File: src/rtl/led_pkg.sv
// Shared types, seed patterns and mode sequencing helpers for the LED sequencer.
package led_pkg;

  typedef enum logic [2:0] {
    MODE_OFF      = 3'd0,
    MODE_SHL      = 3'd1,
    MODE_SHR      = 3'd2,
    MODE_SPLIT    = 3'd3,
    MODE_BLINK    = 3'd4,
    MODE_OVERRIDE = 3'd5
  } mode_e;

  localparam logic [7:0] SEED_SHL    = 8'hFE;
  localparam logic [7:0] SEED_SHR    = 8'h7F;
  localparam logic [7:0] SEED_SPLIT  = 8'hE7;
  localparam logic [7:0] SEED_BLINK  = 8'h00;
  localparam logic [7:0] LED_ALL_OFF = 8'hFF;

  // Key-driven mode cycle; OVERRIDE is never entered from here.
  function automatic mode_e next_mode(input mode_e m);
    mode_e r;
    case (m)
      MODE_OFF:   r = MODE_SHL;
      MODE_SHL:   r = MODE_SHR;
      MODE_SHR:   r = MODE_SPLIT;
      MODE_SPLIT: r = MODE_BLINK;
      default:    r = MODE_OFF;
    endcase
    return r;
  endfunction

  // Pattern loaded on entry to a mode.
  function automatic logic [7:0] mode_seed(input mode_e m);
    logic [7:0] r;
    case (m)
      MODE_SHL:   r = SEED_SHL;
      MODE_SHR:   r = SEED_SHR;
      MODE_SPLIT: r = SEED_SPLIT;
      MODE_BLINK: r = SEED_BLINK;
      default:    r = LED_ALL_OFF;
    endcase
    return r;
  endfunction

endpackage

File: src/rtl/led_pattern_ctrl_tick_gen.sv
// Step timebase: counts 0..P-1 with P = TICK_BASE >> speed_sel and strobes tick on the last count.
module led_tick_gen #(
  parameter int unsigned TICK_BASE = 2_500_000,
  parameter int unsigned CNT_W     = 23
) (
  input  logic       clk,
  input  logic       rst_n,
  input  logic [1:0] speed_sel,
  input  logic       pause,
  input  logic       restart,
  output logic       tick
);

  localparam logic [CNT_W-1:0] BASE = CNT_W'(TICK_BASE);

  logic [CNT_W-1:0] cnt;
  logic [CNT_W-1:0] period_m1;
  logic [1:0]       speed_q;
  logic             speed_chg;

  // Terminal count and speed-change detect; a speed change swallows that cycle's tick.
  always_comb begin
    period_m1 = (BASE >> speed_sel) - CNT_W'(1);
    speed_chg = (speed_sel != speed_q);
    tick      = (cnt == period_m1) && !pause && !speed_chg;
  end

  // Counter: restart and speed change take priority over pause.
  always_ff @(posedge clk or negedge rst_n) begin
    if (!rst_n) begin
      cnt     <= '0;
      speed_q <= 2'd0;
    end else begin
      speed_q <= speed_sel;
      if (restart || speed_chg) begin
        cnt <= '0;
      end else if (!pause) begin
        cnt <= (cnt == period_m1) ? '0 : cnt + CNT_W'(1);
      end
    end
  end

endmodule

File: src/rtl/led_pattern_ctrl.sv
// LED bank sequencer: mode FSM, pattern register and host override handshake.
module led_pattern_ctrl
  import led_pkg::*;
#(
  parameter int unsigned TICK_BASE = 2_500_000,
  parameter int unsigned OVR_TICKS = 10,
  parameter int unsigned CNT_W     = 23
) (
  input  logic       clk,
  input  logic       rst_n,
  input  logic       mode_req,
  input  logic [1:0] speed_sel,
  input  logic       pause,
  input  logic       ovr_valid,
  input  logic [7:0] ovr_data,
  output logic       ovr_ready,
  output logic [7:0] led_n,
  output logic [2:0] mode,
  output logic       tick
);

  localparam int unsigned HOLD_W = (OVR_TICKS > 1) ? $clog2(OVR_TICKS) : 1;
  localparam logic [HOLD_W-1:0] HOLD_LAST = HOLD_W'(OVR_TICKS - 1);

  mode_e             mode_q, mode_d;
  mode_e             saved_q, saved_d;
  logic [7:0]        led_q, led_d;
  logic [HOLD_W-1:0] hold_q, hold_d;
  logic              restart;
  logic              accept;

  // One pattern step for the given mode.
  function automatic logic [7:0] step_pattern(input mode_e m, input logic [7:0] p);
    logic [7:0] r;
    case (m)
      MODE_SHL:   r = {p[6:0], p[7]};
      MODE_SHR:   r = {p[0], p[7:1]};
      MODE_SPLIT: r = {p[6:4], p[7], p[0], p[3:1]};
      MODE_BLINK: r = ~p;
      default:    r = p;
    endcase
    return r;
  endfunction

  led_tick_gen #(
    .TICK_BASE (TICK_BASE),
    .CNT_W     (CNT_W)
  ) u_tick_gen (
    .clk       (clk),
    .rst_n     (rst_n),
    .speed_sel (speed_sel),
    .pause     (pause),
    .restart   (restart),
    .tick      (tick)
  );

  assign ovr_ready = (mode_q != MODE_OVERRIDE);
  assign accept    = ovr_valid && ovr_ready;
  assign led_n     = led_q;
  assign mode      = mode_q;

  // Next state: override accept beats mode_req, which beats a same-cycle tick.
  always_comb begin
    mode_d  = mode_q;
    saved_d = saved_q;
    led_d   = led_q;
    hold_d  = hold_q;
    restart = 1'b0;
    if (accept) begin
      saved_d = mode_req ? next_mode(mode_q) : mode_q;
      mode_d  = MODE_OVERRIDE;
      led_d   = ovr_data;
      hold_d  = '0;
      restart = 1'b1;
    end else if (mode_q == MODE_OVERRIDE) begin
      // Key presses during an override only queue up the mode to return to.
      if (mode_req) begin
        saved_d = next_mode(saved_q);
      end
      if (tick) begin
        if (hold_q == HOLD_LAST) begin
          mode_d  = saved_d;
          led_d   = mode_seed(saved_d);
          hold_d  = '0;
          restart = 1'b1;
        end else begin
          hold_d = hold_q + HOLD_W'(1);
        end
      end
    end else if (mode_req) begin
      mode_d  = next_mode(mode_q);
      led_d   = mode_seed(mode_d);
      restart = 1'b1;
    end else if (tick) begin
      led_d = step_pattern(mode_q, led_q);
    end
  end

  // State registers.
  always_ff @(posedge clk or negedge rst_n) begin
    if (!rst_n) begin
      mode_q  <= MODE_OFF;
      saved_q <= MODE_OFF;
      led_q   <= LED_ALL_OFF;
      hold_q  <= '0;
    end else begin
      mode_q  <= mode_d;
      saved_q <= saved_d;
      led_q   <= led_d;
      hold_q  <= hold_d;
    end
  end

endmodule

File: config.mk
export PLATFORM = sky130hd
export DESIGN_NAME = led_pattern_ctrl
export DESIGN_NICKNAME = d
export VERILOG_FILES = /design/src/rtl/led_pkg.sv /design/src/rtl/led_pattern_ctrl_tick_gen.sv /design/src/rtl/led_pattern_ctrl.sv
export SDC_FILE = /design/constraint.sdc
export NUM_CORES = 1
export LEC_CHECK = 0
export ABC_AREA = 1
export CAP_MARGIN = 20
export CORE_ASPECT_RATIO = 0.5
export CORE_UTILIZATION = 40
export DETAILED_ROUTE_END_ITERATION = 16
export PLACE_DENSITY = 0.69
export SLEW_MARGIN = 20
export SYNTH_ARGS = -nofsm -noshare
export SYNTH_HDL_FRONTEND = slang
export SYNTH_HIERARCHICAL = 1
export SYNTH_SLANG_ARGS = --single-unit
File: constraint.sdc
create_clock -name clk -period 5.3 [get_ports clk]
set_input_delay 1.59 -clock clk [delete_from_list [all_inputs] [get_ports clk]]
set_output_delay 1.59 -clock clk [all_outputs]
set_load 0.005 [all_outputs]
==> impl_metrics.tcl <==
set metrics [dict create \
    outcome "completed" \
    pwr-share-seq_pct 31.9 \
    met2_length_um 4840 \
    p_int_uw 903 \
    start_util_pct 42.4 \
    dp_hpwl_um 7910 \
    syn_inst 629 \
    hold_viol_final 0 \
    required_ns 3.71 \
    rows 25 \
    drtAntennaViolNets 0 \
    p_clk_share_pct 19.0 \
    io_pins 28 \
    cts_buffer_depth 2 \
    drtIter0Drc 290 \
    synth_fp_nets 656 \
    ir_worst_vdd_mv 0.120 \
    synth_area_um2 4130 \
    dr_wl_met3_um 473 \
    insertion_delay_ns 0.29 \
    antenna_found_initial 0 \
    fmax_mhz 196 \
    place_area_um2 4650 \
    drt-total-wl_um 10300 \
    globalRouteOverflowTotal 0 \
    worstMarginPinSlew_ns 0.913 \
    finalClockSkew_ns 0.00407 \
    syn_area_per_cell_um2 6.56 \
    setup_viol 0 \
    antenna_cells 0 \
    total_power_uw 1620 \
    wl_per_cell_um 12.6 \
    relSlewSlack_pct 39.1 \
    drc 0 \
    place.gp.congestion 0.949 \
    power.density_nw_per_um2 336 \
    nets 706 \
    io_buffers 27 \
    first_global_vias 3658 \
    fin_setup_tns_ns 0 \
    p_comb_share_pct 49.1 \
    p_leak_uw 0.00239 \
    nFillCells 986 \
    wl_met1_um 4800 \
    p_switching_uw 714 \
    drive_above_1_share_pct 19.7 \
    coreArea_um2 9730 \
    maxCapViolCount 0 \
    fin_cells 815 \
    synth_cell_types 43 \
    finalMaxSlewViolations 0 \
    post-route-min-period_ns 5.09 \
    hp-class "reg2reg" \
    multi_input_area_um2 2560 \
    cp_max_fo 3 \
    cts_tree "yes" \
    dp.cells 806 \
    yosys_warnings 6 \
    finalCritPeriodShare_pct 96.1 \
    area_growth_pct 16.5 \
    rsz0062_at_grt "false" \
    numCtsBuffers 5 \
    clk_pin_slew_ns 0.06 \
    grt_pass1_wl_um 17300 \
    htree_levels 2 \
    ys_seq_area_share_pct 26.3 \
    seq_area_um2 1090 \
    critical_path_arrival_ns 3.50 \
    vias 4093 \
    stdcell_area_um2 4810 \
    top_layer "met4" \
    die_w_um 146 \
    design.die.area_um2 10800 \
    ys_seq_elements 43 \
    clockRootBuffer "clkbuf_16" \
    grt.total_usage_pct 20.2 \
    die_y_um 73.8 \
    grt_max_degree 44 \
    first_pass_iters 5 \
    end_kind "primary output" \
    clock_sinks 43 \
    via_per_inst 5.02 \
    start_kind "input pin" \
    worstSetupPathType "in2out" \
    swShare_pct 44.2 \
]
layout by cell type, fill, tap and decap left out, types with 2 or more instances in the layout:
cell type          n
a21oi_1           12
a21oi_2            4
buf_4             35
clkbuf_16          5
clkdlybuf4s50_1   23
clkinvlp_4         2
dfrtp_1           35
dfstp_2            8
dlygate4sd2_1      3
ha_1              10
ha_2               2
inv_1             69
inv_2             13
nand2_1          218
nand2_2           11
nand2_4            3
nand2_8            2
nand3_1           42
nand3_2           19
nand3_4            4
nand3b_1           2
nand4_1           14
nor2_1            70
nor2_2            13
nor2_4             3
nor2_8             2
nor3_1             8
o211ai_1           5
o21ai_0           11
o21ai_2            2
o22ai_1            2
or2_2              2
xnor2_1            2
xor2_1            12
area by class of cell:
| class | instances | area share, % |
|---|---|---|
| Clock buffer | 5 | 2.60 |
| Tap cell | 135 | 3.51 |
| Clock inverter | 3 | 0.416 |
| Multi-Input combinational cell | 483 | 53.3 |
| Timing Repair Buffer | 61 | 10.8 |
| Inverter | 85 | 6.79 |
| Sequential cell | 43 | 22.6 |
state kept, by name (all words and copies together), names as in the netlist:
register and count:
led_n 8, u_tick_gen/speed_q 2, hold_q 4, u_tick_gen/cnt 23
mode 3, saved_q 3
worst paths after layout:
kind | startpoint | end | slack, ns | cells after the start
setup / recovery | speed_sel[0] | tick | 0.21 | 13
hold / removal | led_n[2]$_DFFE_PN1P_ | led_n[2]$_DFFE_PN1P_ | 0.50 | 2
setup reg to reg | u_tick_gen/cnt[0]$_DFFE_PN0P_ | u_tick_gen/cnt[6]$_DFFE_PN0P_ | 2.31 | 18
hold reg to reg | led_n[2]$_DFFE_PN1P_ | led_n[2]$_DFFE_PN1P_ | 0.50 | 2
max in group asynchronous | rst_n | u_tick_gen/cnt[14]$_DFFE_PN0P_ | 3.60 | 1
min in group asynchronous | rst_n | hold_q[3]$_DFFE_PN0P_ | 1.30 | 1
power groups by stage:
stage,registers [µW],logic (µW),clock network (µW)
4_1_cts,514,798,317
2_1_floorplan,477,607,0
5_1_grt,526,894,329
6_report,515,795,308
3_3_place_gp,520,786,0
3_5_place_dp,520,793,0
logic make-up after synthesis:
logic type,synth area share (%)
buf+inv,11.8
fa+ha+maj,3.64
compound gates,6.25
simple gates,49.0
flops,26.3
xor+xnor,2.97
through the flow:
| stage | hold WS, ns | setup WS (ns) | util [%] |
|---|---|---|---|
| global route | 0.522 | 0.00407 | 49.4 |
| detailed placement | 0.485 | -0.410 | 47.8 |
| floorplan | 0.469 | 0.820 | - |
| global placement | 0.484 | -0.312 | 47.8 |
| finish | 0.496 | 0.207 | 49.4 |
| CTS | 0.495 | 0.166 | 49.4 |
per-layer routing:
layer | vias to the layer above | global-route usage [%]
met2 | 105 | 36.4
li1 | 2076 | -
met5 | - | 0
met4 | 0 | 5.96
met3 | 13 | 3.04
met1 | 1899 | 25.6
cells in the mapped netlist (all sizes together):
cell type / count / area, µm²
xor2: 12 / 105
nor3: 9 / 45.0
a31oi: 1 / 6.26
ha: 12 / 150
a32oi: 1 / 8.76
buf: 17 / 148
a41oi: 1 / 8.76
a21oi: 16 / 95.1
o22ai: 2 / 12.5
nand3: 65 / 470
xnor2: 2 / 17.5
nand3b: 2 / 15.0
or2: 4 / 25.0
dfstp: 8 / 210
clkbuf: 1 / 13.8
inv: 83 / 314
o221ai: 1 / 8.76
nor2: 88 / 418
clkinv: 2 / 12.5
dfrtp: 35 / 876
nand4: 14 / 87.6
o211ai: 5 / 37.5
nand2: 234 / 961
o21ai: 13 / 72.6
o31ai: 1 / 7.51
worst max-delay path: stages:
cell,delay [ns]
dlygate4sd2_1,0.27
inv_1,0.11
ha_1,0.18
inv_1,0.06
ha_1,0.30
nand2_1,0.09
nand2_1,0.06
nor2_1,0.11
nand4_1,0.08
nor2_1,0.10
nand3_1,0.09
nor3_2,0.21
dlygate4sd2_1,0.26
what timing repair did:
item / 4_1_cts / 5_1_grt
hold buffers: 0 / 0
resized for setup: 6 / 0
setup buffers: 1 / 0
endpoints found under the setup margin: 1 / 0
Note: power is estimated with default switching activity, not from simulation.
